<file path="src/rtl/fetch_queue_if.sv">
// Fetch-to-IF/ID bundle bus: fetch-side push handshake, IF/ID-side register inputs, control.
// master = fetch/control side, slave = fetch_queue.
interface fetch_queue_if #(
  parameter int DEPTH = 4
);
  localparam int CW = $clog2(DEPTH) + 1;

  logic          in_valid;
  logic          in_ready;
  logic [63:0]   pc_in;
  logic [63:0]   inst_in;
  logic [63:0]   recv_pc_in;
  logic [3:0]    pred_result_in;
  logic          flush;
  logic          stall;
  logic          out_valid;
  logic [63:0]   pc_if_id_in;
  logic [63:0]   inst_if_id_in;
  logic [63:0]   recv_pc_if_id_in;
  logic [3:0]    pred_result_if_id_in;
  logic [CW-1:0] count;

  modport master (
    output in_valid, pc_in, inst_in, recv_pc_in, pred_result_in, flush, stall,
    input  in_ready, out_valid, pc_if_id_in, inst_if_id_in, recv_pc_if_id_in,
           pred_result_if_id_in, count
  );

  modport slave (
    input  in_valid, pc_in, inst_in, recv_pc_in, pred_result_in, flush, stall,
    output in_ready, out_valid, pc_if_id_in, inst_if_id_in, recv_pc_if_id_in,
           pred_result_if_id_in, count
  );
endinterface

</file>
<file path="src/rtl/fetch_queue.sv">
// Instruction fetch queue feeding the IF/ID register; head entry is read combinationally.
// Define FETCH_QUEUE_BYPASS_EN to forward an incoming bundle straight to IF/ID when empty.
module fetch_queue #(
  parameter int          DEPTH    = 4,
  parameter logic [15:0] NOP_INST = 16'h0000
) (
  input logic          clk,
  input logic          rst_n,
  fetch_queue_if.slave bus
);
  localparam int AW = $clog2(DEPTH);
  localparam int CW = AW + 1;

  typedef struct packed {
    logic [63:0] pc;
    logic [63:0] inst;
    logic [63:0] recv_pc;
    logic [3:0]  pred;
  } entry_t;

  entry_t        mem [DEPTH];
  logic [AW-1:0] wr_ptr;
  logic [AW-1:0] rd_ptr;
  logic [CW-1:0] cnt;

  logic   empty;
  logic   full;
  logic   bypass;
  logic   push;
  logic   pop;
  logic   wr_en;
  logic   rd_en;
  entry_t in_entry;
  entry_t out_entry;

  assign empty    = (cnt == '0);
  assign full     = (cnt == CW'(DEPTH));
  assign in_entry = {bus.pc_in, bus.inst_in, bus.recv_pc_in, bus.pred_result_in};

`ifdef FETCH_QUEUE_BYPASS_EN
  assign bypass = empty & bus.in_valid & ~bus.flush;
`else
  assign bypass = 1'b0;
`endif

  assign bus.in_ready  = ~full & ~bus.flush;
  assign bus.out_valid = ~empty | bypass;
  assign push          = bus.in_valid & bus.in_ready;
  assign pop           = bus.out_valid & ~bus.stall & ~bus.flush;
  // A bypassed bundle taken by IF/ID this cycle never touches storage.
  assign wr_en         = push & ~(bypass & ~bus.stall);
  assign rd_en         = pop & ~empty;

  always_comb begin
    out_entry = '{pc: '0, inst: {4{NOP_INST}}, recv_pc: '0, pred: '0};
    if (!empty) begin
      out_entry = mem[rd_ptr];
    end else if (bypass) begin
      out_entry = in_entry;
    end
  end

  assign bus.pc_if_id_in          = out_entry.pc;
  assign bus.inst_if_id_in        = out_entry.inst;
  assign bus.recv_pc_if_id_in     = out_entry.recv_pc;
  assign bus.pred_result_if_id_in = out_entry.pred;
  assign bus.count                = cnt;

  always_ff @(posedge clk or negedge rst_n) begin
    if (!rst_n) begin
      wr_ptr <= '0;
      rd_ptr <= '0;
      cnt    <= '0;
    end else if (bus.flush) begin
      wr_ptr <= '0;
      rd_ptr <= '0;
      cnt    <= '0;
    end else begin
      wr_ptr <= wr_ptr + AW'(wr_en);
      rd_ptr <= rd_ptr + AW'(rd_en);
      cnt    <= cnt + CW'(wr_en) - CW'(rd_en);
    end
  end

  always_ff @(posedge clk) begin
    if (wr_en) begin
      mem[wr_ptr] <= in_entry;
    end
  end
endmodule
</file>
<file path="src/flat_wrapper.sv">
// flat-port wrapper written by rule: the top's interface ports become plain ports
module fetch_queue_flat 
#(
  parameter int          DEPTH    = 4,
  parameter logic [15:0] NOP_INST = 16'h0000
)
  (clk, rst_n, bus_in_valid, bus_pc_in, bus_inst_in, bus_recv_pc_in, bus_pred_result_in, bus_flush, bus_stall, bus_in_ready, bus_out_valid, bus_pc_if_id_in, bus_inst_if_id_in, bus_recv_pc_if_id_in, bus_pred_result_if_id_in, bus_count);
  fetch_queue_if #(.DEPTH(DEPTH)) bus_i ();
  input logic clk;
  input logic rst_n;
  input wire logic [$bits(bus_i.in_valid)-1:0] bus_in_valid;
  input wire logic [$bits(bus_i.pc_in)-1:0] bus_pc_in;
  input wire logic [$bits(bus_i.inst_in)-1:0] bus_inst_in;
  input wire logic [$bits(bus_i.recv_pc_in)-1:0] bus_recv_pc_in;
  input wire logic [$bits(bus_i.pred_result_in)-1:0] bus_pred_result_in;
  input wire logic [$bits(bus_i.flush)-1:0] bus_flush;
  input wire logic [$bits(bus_i.stall)-1:0] bus_stall;
  output wire logic [$bits(bus_i.in_ready)-1:0] bus_in_ready;
  output wire logic [$bits(bus_i.out_valid)-1:0] bus_out_valid;
  output wire logic [$bits(bus_i.pc_if_id_in)-1:0] bus_pc_if_id_in;
  output wire logic [$bits(bus_i.inst_if_id_in)-1:0] bus_inst_if_id_in;
  output wire logic [$bits(bus_i.recv_pc_if_id_in)-1:0] bus_recv_pc_if_id_in;
  output wire logic [$bits(bus_i.pred_result_if_id_in)-1:0] bus_pred_result_if_id_in;
  output wire logic [$bits(bus_i.count)-1:0] bus_count;
  assign bus_i.in_valid = bus_in_valid;
  assign bus_i.pc_in = bus_pc_in;
  assign bus_i.inst_in = bus_inst_in;
  assign bus_i.recv_pc_in = bus_recv_pc_in;
  assign bus_i.pred_result_in = bus_pred_result_in;
  assign bus_i.flush = bus_flush;
  assign bus_i.stall = bus_stall;
  assign bus_in_ready = bus_i.in_ready;
  assign bus_out_valid = bus_i.out_valid;
  assign bus_pc_if_id_in = bus_i.pc_if_id_in;
  assign bus_inst_if_id_in = bus_i.inst_if_id_in;
  assign bus_recv_pc_if_id_in = bus_i.recv_pc_if_id_in;
  assign bus_pred_result_if_id_in = bus_i.pred_result_if_id_in;
  assign bus_count = bus_i.count;
  fetch_queue #(.DEPTH(DEPTH), .NOP_INST(NOP_INST)) u_core (.clk(clk), .rst_n(rst_n), .bus(bus_i));
endmodule
</file>
<file path="config.mk">
export PLATFORM = sky130hd
export DESIGN_NAME = fetch_queue_flat
export DESIGN_NICKNAME = d
export VERILOG_FILES = /design/src/rtl/fetch_queue_if.sv /design/src/rtl/fetch_queue.sv /design/src/flat_wrapper.sv
export SDC_FILE = /design/constraint.sdc
export NUM_CORES = 1
export LEC_CHECK = 0
export BUFFER_PORTS_ARGS = -buffer_cell sky130_fd_sc_hd__buf_2
export CORE_MARGIN = 2
export CORE_UTILIZATION = 50
export CTS_CLUSTER_DIAMETER = 80
export CTS_CLUSTER_SIZE = 24
export DETAILED_ROUTE_END_ITERATION = 6
export GPL_ROUTABILITY_DRIVEN = 0
export PLACE_DENSITY = 0.72
export SLEW_MARGIN = 40
export SYNTH_ARGS = -nofsm -noshare
export SYNTH_HDL_FRONTEND = slang
export SYNTH_SLANG_ARGS = --single-unit
</file>
<file path="constraint.sdc">
create_clock -name clk -period 32.2 [get_ports clk]
set_clock_uncertainty 0.2 [all_clocks]
set_input_delay 8.05 -clock clk [delete_from_list [all_inputs] [get_ports clk]]
set_output_delay 8.05 -clock clk [all_outputs]
set_load 0.01 [all_outputs]
</file>
* Word-level counts from Yosys, hierarchy flattened *
Memory sizes are Yosys's and may differ from the RTL's.
Cells that the tools add are included.

word-level totals
  register bits = 7
  latch bits = 0
  bits in writable memories = 784
  bits in read-only memories = 0
  input port bits = 201
  output and inout port bits = 201
  logic and storage cells = 25
  memories kept = 1

memory list
  name        words  bits a word  read ports  clocked after Yosys merged registers in  wr ports  RTL line           text
  u_core.mem  4      196          1           0                                        1         fetch_queue.sv:21  entry_t mem [DEPTH];

operators by class
  $add $sub $neg = 4
  $mul = 0
  div/mod/pow operators = 0
  $lt $le $gt $ge = 0
  equality and inequality tests = 1
  shifts and indexed selects = 0
  mux-type cells = 6
  bitwise operators = 9
  reductions and logical operators = 1

operator list
  kind                                         number
  two-way mux 196 bit                          1
  bitwise AND 1 bit                            5
  adder 2 x 1 -> 2 bit                         2
  two-way mux 2 bit                            2
  inverter 1 bit                               4
  adder 3 x 1 -> 3 bit                         1
  equality test 3 bit (second input constant)  1
  logical NOT 3 bit                            1
  two-way mux 3 bit                            1
  subtractor 3 x 1 -> 3 bit                    1
  two-way mux 1 bit                            2

* Longest topological paths before layout *
  depth after elaboration = 7
  gate-level depth with buffers = 11

* Worst setup path after synthesis *
No wires, ideal clock.

  path kind = input to register
  start point = input port bus_flush
  end point = memory u_core.mem[1][0] (netlist bit) (enable)
  data arrival time = 28.386 ns
  required time = 30.701 ns
  setup slack = 2.315 ns
  stages = 3
  buffers on the path = 1
  cells stage by stage = clkbuf_1 -> nand2b_1 -> nor4b_1

between the ends
  cells in the longest elaborated chain, start to end = 5

ends and longest elaborated chain
  what                                     RTL line            text
  start: declaration                       flat_wrapper.sv:16  input wire logic [$bits(bus_i.flush)-1:0] bus_flush;
  inverter 1 bit                           fetch_queue.sv:46   assign bus.in_ready = ~full & ~bus.flush;
  bitwise AND 1 bit                        fetch_queue.sv:46
  bitwise AND 1 bit                        fetch_queue.sv:48   assign push = bus.in_valid & bus.in_ready;
  two-way mux 1 bit                        fetch_queue.sv:86   if (wr_en) begin
  two-way mux 1 bit (implied by the code)  fetch_queue.sv:87   mem[wr_ptr] <= in_entry;
  end: declaration                         fetch_queue.sv:21

No other way between the ends.

* Worst setup path after layout *
  start point = input port bus_flush
  end point = output port bus_in_ready

between the ends
  cells in the longest elaborated chain, start to end = 2

ends and longest elaborated chain
  what               RTL line            text
  inverter 1 bit     fetch_queue.sv:46
  bitwise AND 1 bit  fetch_queue.sv:46
  end: declaration   flat_wrapper.sv:18  output wire logic [$bits(bus_i.in_ready)-1:0] bus_in_ready;

No other way between the ends.

==> results.md <==
Synth:
- The cell type with the largest total area after synthesis is sky130_fd_sc_hd__edfxtp_1.
- The synthesized flop and latch total is approximately 800.
- The share of synthesized area in the top cell type comes to 0.785.
- The post-synth design cell area is between 0.02 and 0.03 mm2.
- After synthesis, the most frequently instantiated cells are sky130_fd_sc_hd__edfxtp_1, sky130_fd_sc_hd__and2_1, sky130_fd_sc_hd__mux4_2.
- The count of different cell masters after synthesis is 21.
- The mean instance size in the synthesized netlist is roughly 23 um2.
- The number of enable-type register cells in the synthesized netlist is a little under 800.
- The library cell with the highest instance count after synthesis is sky130_fd_sc_hd__edfxtp_1.
- Synthesis produced a netlist with a net count of ~1500.
- The sequential area share after synthesis is 0.791.
- In the synthesized netlist the dominant register cell turns out to be sky130_fd_sc_hd__edfxtp_1.
- The synthesized instance count is around 1300.
- Sorting the synthesized cells by area gives the leading types as sky130_fd_sc_hd__edfxtp_1, sky130_fd_sc_hd__mux4_2, sky130_fd_sc_hd__and2_1.
- The count of warnings emitted by yosys is 0.
- For this run, asynchronously set or reset flops after synthesis account for 0.00885.

Route:
- The number of optimization iterations in the first detailed-route pass is 5.
- The remaining antenna violation count is 0.
- The detailed-route wire length per cell is between 20 and 25 um.
- The sum of routed wire length over all layers is around 58 mm.
- In the routed layout, each cell is associated on average with a via count of 5.58.
- In this run, the number of DRC markers left after iteration 0 of detailed routing was roughly 960.
- The detailed router placed approximately 14000 vias in this run.
- The count of unresolved DRC violations after routing is 0.

Worst setup path:
- The critical path is of the in2out type.
- The endpoint class of the critical path is a primary output.
- The worst setup path is launched from a primary input.
- Data on the critical path is required at its endpoint by between 20 and 25 ns.
- Along the worst path, the maximum fanout reaches 10.
- The data arrival time at the worst-slack endpoint is ~8.5 ns.

STA:
- The total setup violations reported at the end of the flow is 0.
- The highest clock rate is ~60 MHz.
- The smallest clock period supported by the final layout is computed as 16.75 ns.
- Setup repair after global routing left no endpoint under its margin.
- At the pin with the least slew margin, the transition time is between 0.7 and 0.8 ns.
- Adding up every negative setup slack in the final design gives 0 ns.
- The hold violation total from the final report is 0.
- The number of slew-limit violations in the final report is 0.
- The worst hold slack after final layout is 0.484 ns.
- The part of the cycle the worst path needs is 0.520.
- In this run the tightest slew margin relative to its limit is 0.502.

Floorplan:
- The height of the chip is around 250 um.
- In this run the horizontal extent of the chip is around 250 um.
- The number of rows created at floorplan is 89.
- The region available for standard cell placement spans a little under 0.06 mm2.
- The overall die area is between 0.06 and 0.07 mm2.
- The top-level I/O count is approximately 400.
- The initial cell density of the core is 0.507.

Global routing:
- The total overflow left after global routing is 0.
- The global-route wire length before repair is between 80 and 90 mm.
- The number of global-route vias before repair was between 10000 and 15000.
- The number of antenna violations at the first check in global routing is 19.
- Entering global routing, the biggest net connects about 130 pins.
- The all-layer global routing usage is 0.187.

Layout:
- The share of cells above drive strength 1 is 0.400.
- The post-route non-filler standard cell count is 2475.
- The net count of the finished layout is 1884.
- The synthesis-to-layout area growth is 13.6%.

Clock network:
- The TritonCTS clock tree is done.
- Buffers inserted to repair hold after CTS numbered 0.
- Counting along the longest clock path gives a buffer depth of 3.
- The number of post-CTS setup repair buffers is 0.
- The count of clock tree sinks is 791.
- Gates resized during post-CTS repair numbered 0.
- The clock network latency to the later pin of the worst-skew pair is roughly 0.57 ns.
- Clock-pin slew was measured on the worst setup and hold paths at 0.09 ns.
- The clock tree root buffer cell is sky130_fd_sc_hd__clkbuf_16.
- The number of levels in the clock H-tree is 2.
- The number of CTS-inserted buffers is 39.

Place:
- Detailed placement ended at an HPWL of approximately 34 mm.
- The number of placed instances with taps included is ~2400.
- The number of buffers inserted by port buffering is roughly 400.

Pwr:
- The worst-case IR drop observed on VDD is between 0.08 and 0.09 mV.
- In this run the power density over the cells is 65.5 mW/mm2.
- The analysis attributes to cell leakage a power of around 11 nW.

Worst hold path:
- The path class of the tightest hold or removal check is reg2reg.

Run status:
- The run finished with clean final reports.

Flow run:
- Across the run, the number of max-cap violations was 0.
critical path, stage by stage:
cell and delay [ns]:
sky130_fd_sc_hd__buf_2 0.16, sky130_fd_sc_hd__nor2_1 0.14, sky130_fd_sc_hd__buf_2 0.15
report_power, final:
group	switching (mW)	internal, mW	leakage (nW)
logic	0.291	0.226	3.61
clock network	0.298	0.227	0.523
registers	0.0146	1.18	7.20
total	0.604	1.63	11.3
logic make-up after synthesis:
| kind of cell | Yosys count | share of synthesized area |
|---|---|---|
| flip-flops | 791 | 0.791 |
| adder cells (fa/ha/maj) | 5 | 0.00234 |
| buffers and inverters | 70 | 0.0140 |
| AND/OR/NAND/NOR | 213 | 0.0443 |
| multiplexers | 196 | 0.147 |
| XOR/XNOR | 3 | 0.00134 |
state kept, by name, summed over array words and instances (netlist names):
signal            count
u_core.bus.count      3
u_core.mem          784
u_core.rd_ptr         2
u_core.wr_ptr         2
area by class of cell:
cell class	instances	area, um2
Antenna cell	13	32.5
Clock buffer	47	1020
Clock inverter	5	53.8
Fill cell	4300	25100
Inverter	3	11.3
Multi-Input combinational cell	417	5900
Sequential cell	791	23700
Tap cell	773	967
Timing Repair Buffer	426	2370
path summary, 6_finish.rpt:
| path | start | end | slack (ns) | cells past startpoint |
|---|---|---|---|---|
| worst min-delay path | u_core.wr_ptr[1]$_DFF_PN0_ | u_core.wr_ptr[1]$_DFF_PN0_ | 0.48 | 2 |
| max in group asynchronous | rst_n | u_core.rd_ptr[0]$_DFF_PN0_ | 24.54 | 1 |
| worst min register to register | u_core.wr_ptr[1]$_DFF_PN0_ | u_core.wr_ptr[1]$_DFF_PN0_ | 0.48 | 2 |
| worst max-delay path | bus_flush | bus_in_ready | 15.45 | 3 |
| min in group asynchronous | rst_n | u_core.bus.count[0]$_DFF_PN0_ | 7.09 | 1 |
| worst max register to register | u_core.bus.count[1]$_DFF_PN0_ | u_core.bus.count[2]$_DFF_PN0_ | 29.40 | 9 |
metrics by stage:
| step | instance area [um2] | power, mW | setup WS, ns | util |
|---|---|---|---|---|
| 2_1_floorplan | 30000 | 1.55 | 2.31 | - |
| 3_5_place_dp | 32900 | 1.74 | 15.45 | 0.557 |
| 6_report | 34100 | 2.23 | 15.45 | 0.576 |
| 3_3_place_gp | 32800 | 1.74 | 15.45 | 0.554 |
| 5_1_grt | 34100 | 2.33 | 15.42 | 0.576 |
| 4_1_cts | 34000 | 2.26 | 15.45 | 0.575 |
routing by layer:
layer / wire length [um] / track usage / up-vias
met5: 126 / 0 / -
met4: 1080 / 0.0495 / 20
met3: 4420 / 0.0504 / 88
met2: 29000 / 0.302 / 432
met1: 23200 / 0.254 / 7247
li1: - / - / 6019
cell usage in the layout, fill, tap and decap left out, types with 2 or more instances in the layout:
cell type	count
sky130_fd_sc_hd__edfxtp_1	784
sky130_fd_sc_hd__buf_2	401
sky130_fd_sc_hd__mux4_2	196
sky130_fd_sc_hd__and2_1	196
sky130_fd_sc_hd__clkbuf_16	39
sky130_fd_sc_hd__diode_2	13
sky130_fd_sc_hd__buf_6	11
sky130_fd_sc_hd__clkbuf_1	7
sky130_fd_sc_hd__nor2_1	6
sky130_fd_sc_hd__buf_12	6
sky130_fd_sc_hd__buf_4	5
sky130_fd_sc_hd__dfrtp_1	5
sky130_fd_sc_hd__ha_1	4
sky130_fd_sc_hd__inv_1	3
sky130_fd_sc_hd__nor2b_1	3
sky130_fd_sc_hd__inv_6	3
sky130_fd_sc_hd__buf_16	3
sky130_fd_sc_hd__nor4b_2	2
sky130_fd_sc_hd__xnor2_1	2
sky130_fd_sc_hd__dfrtp_4	2
(Power assumes the default switching activity.)
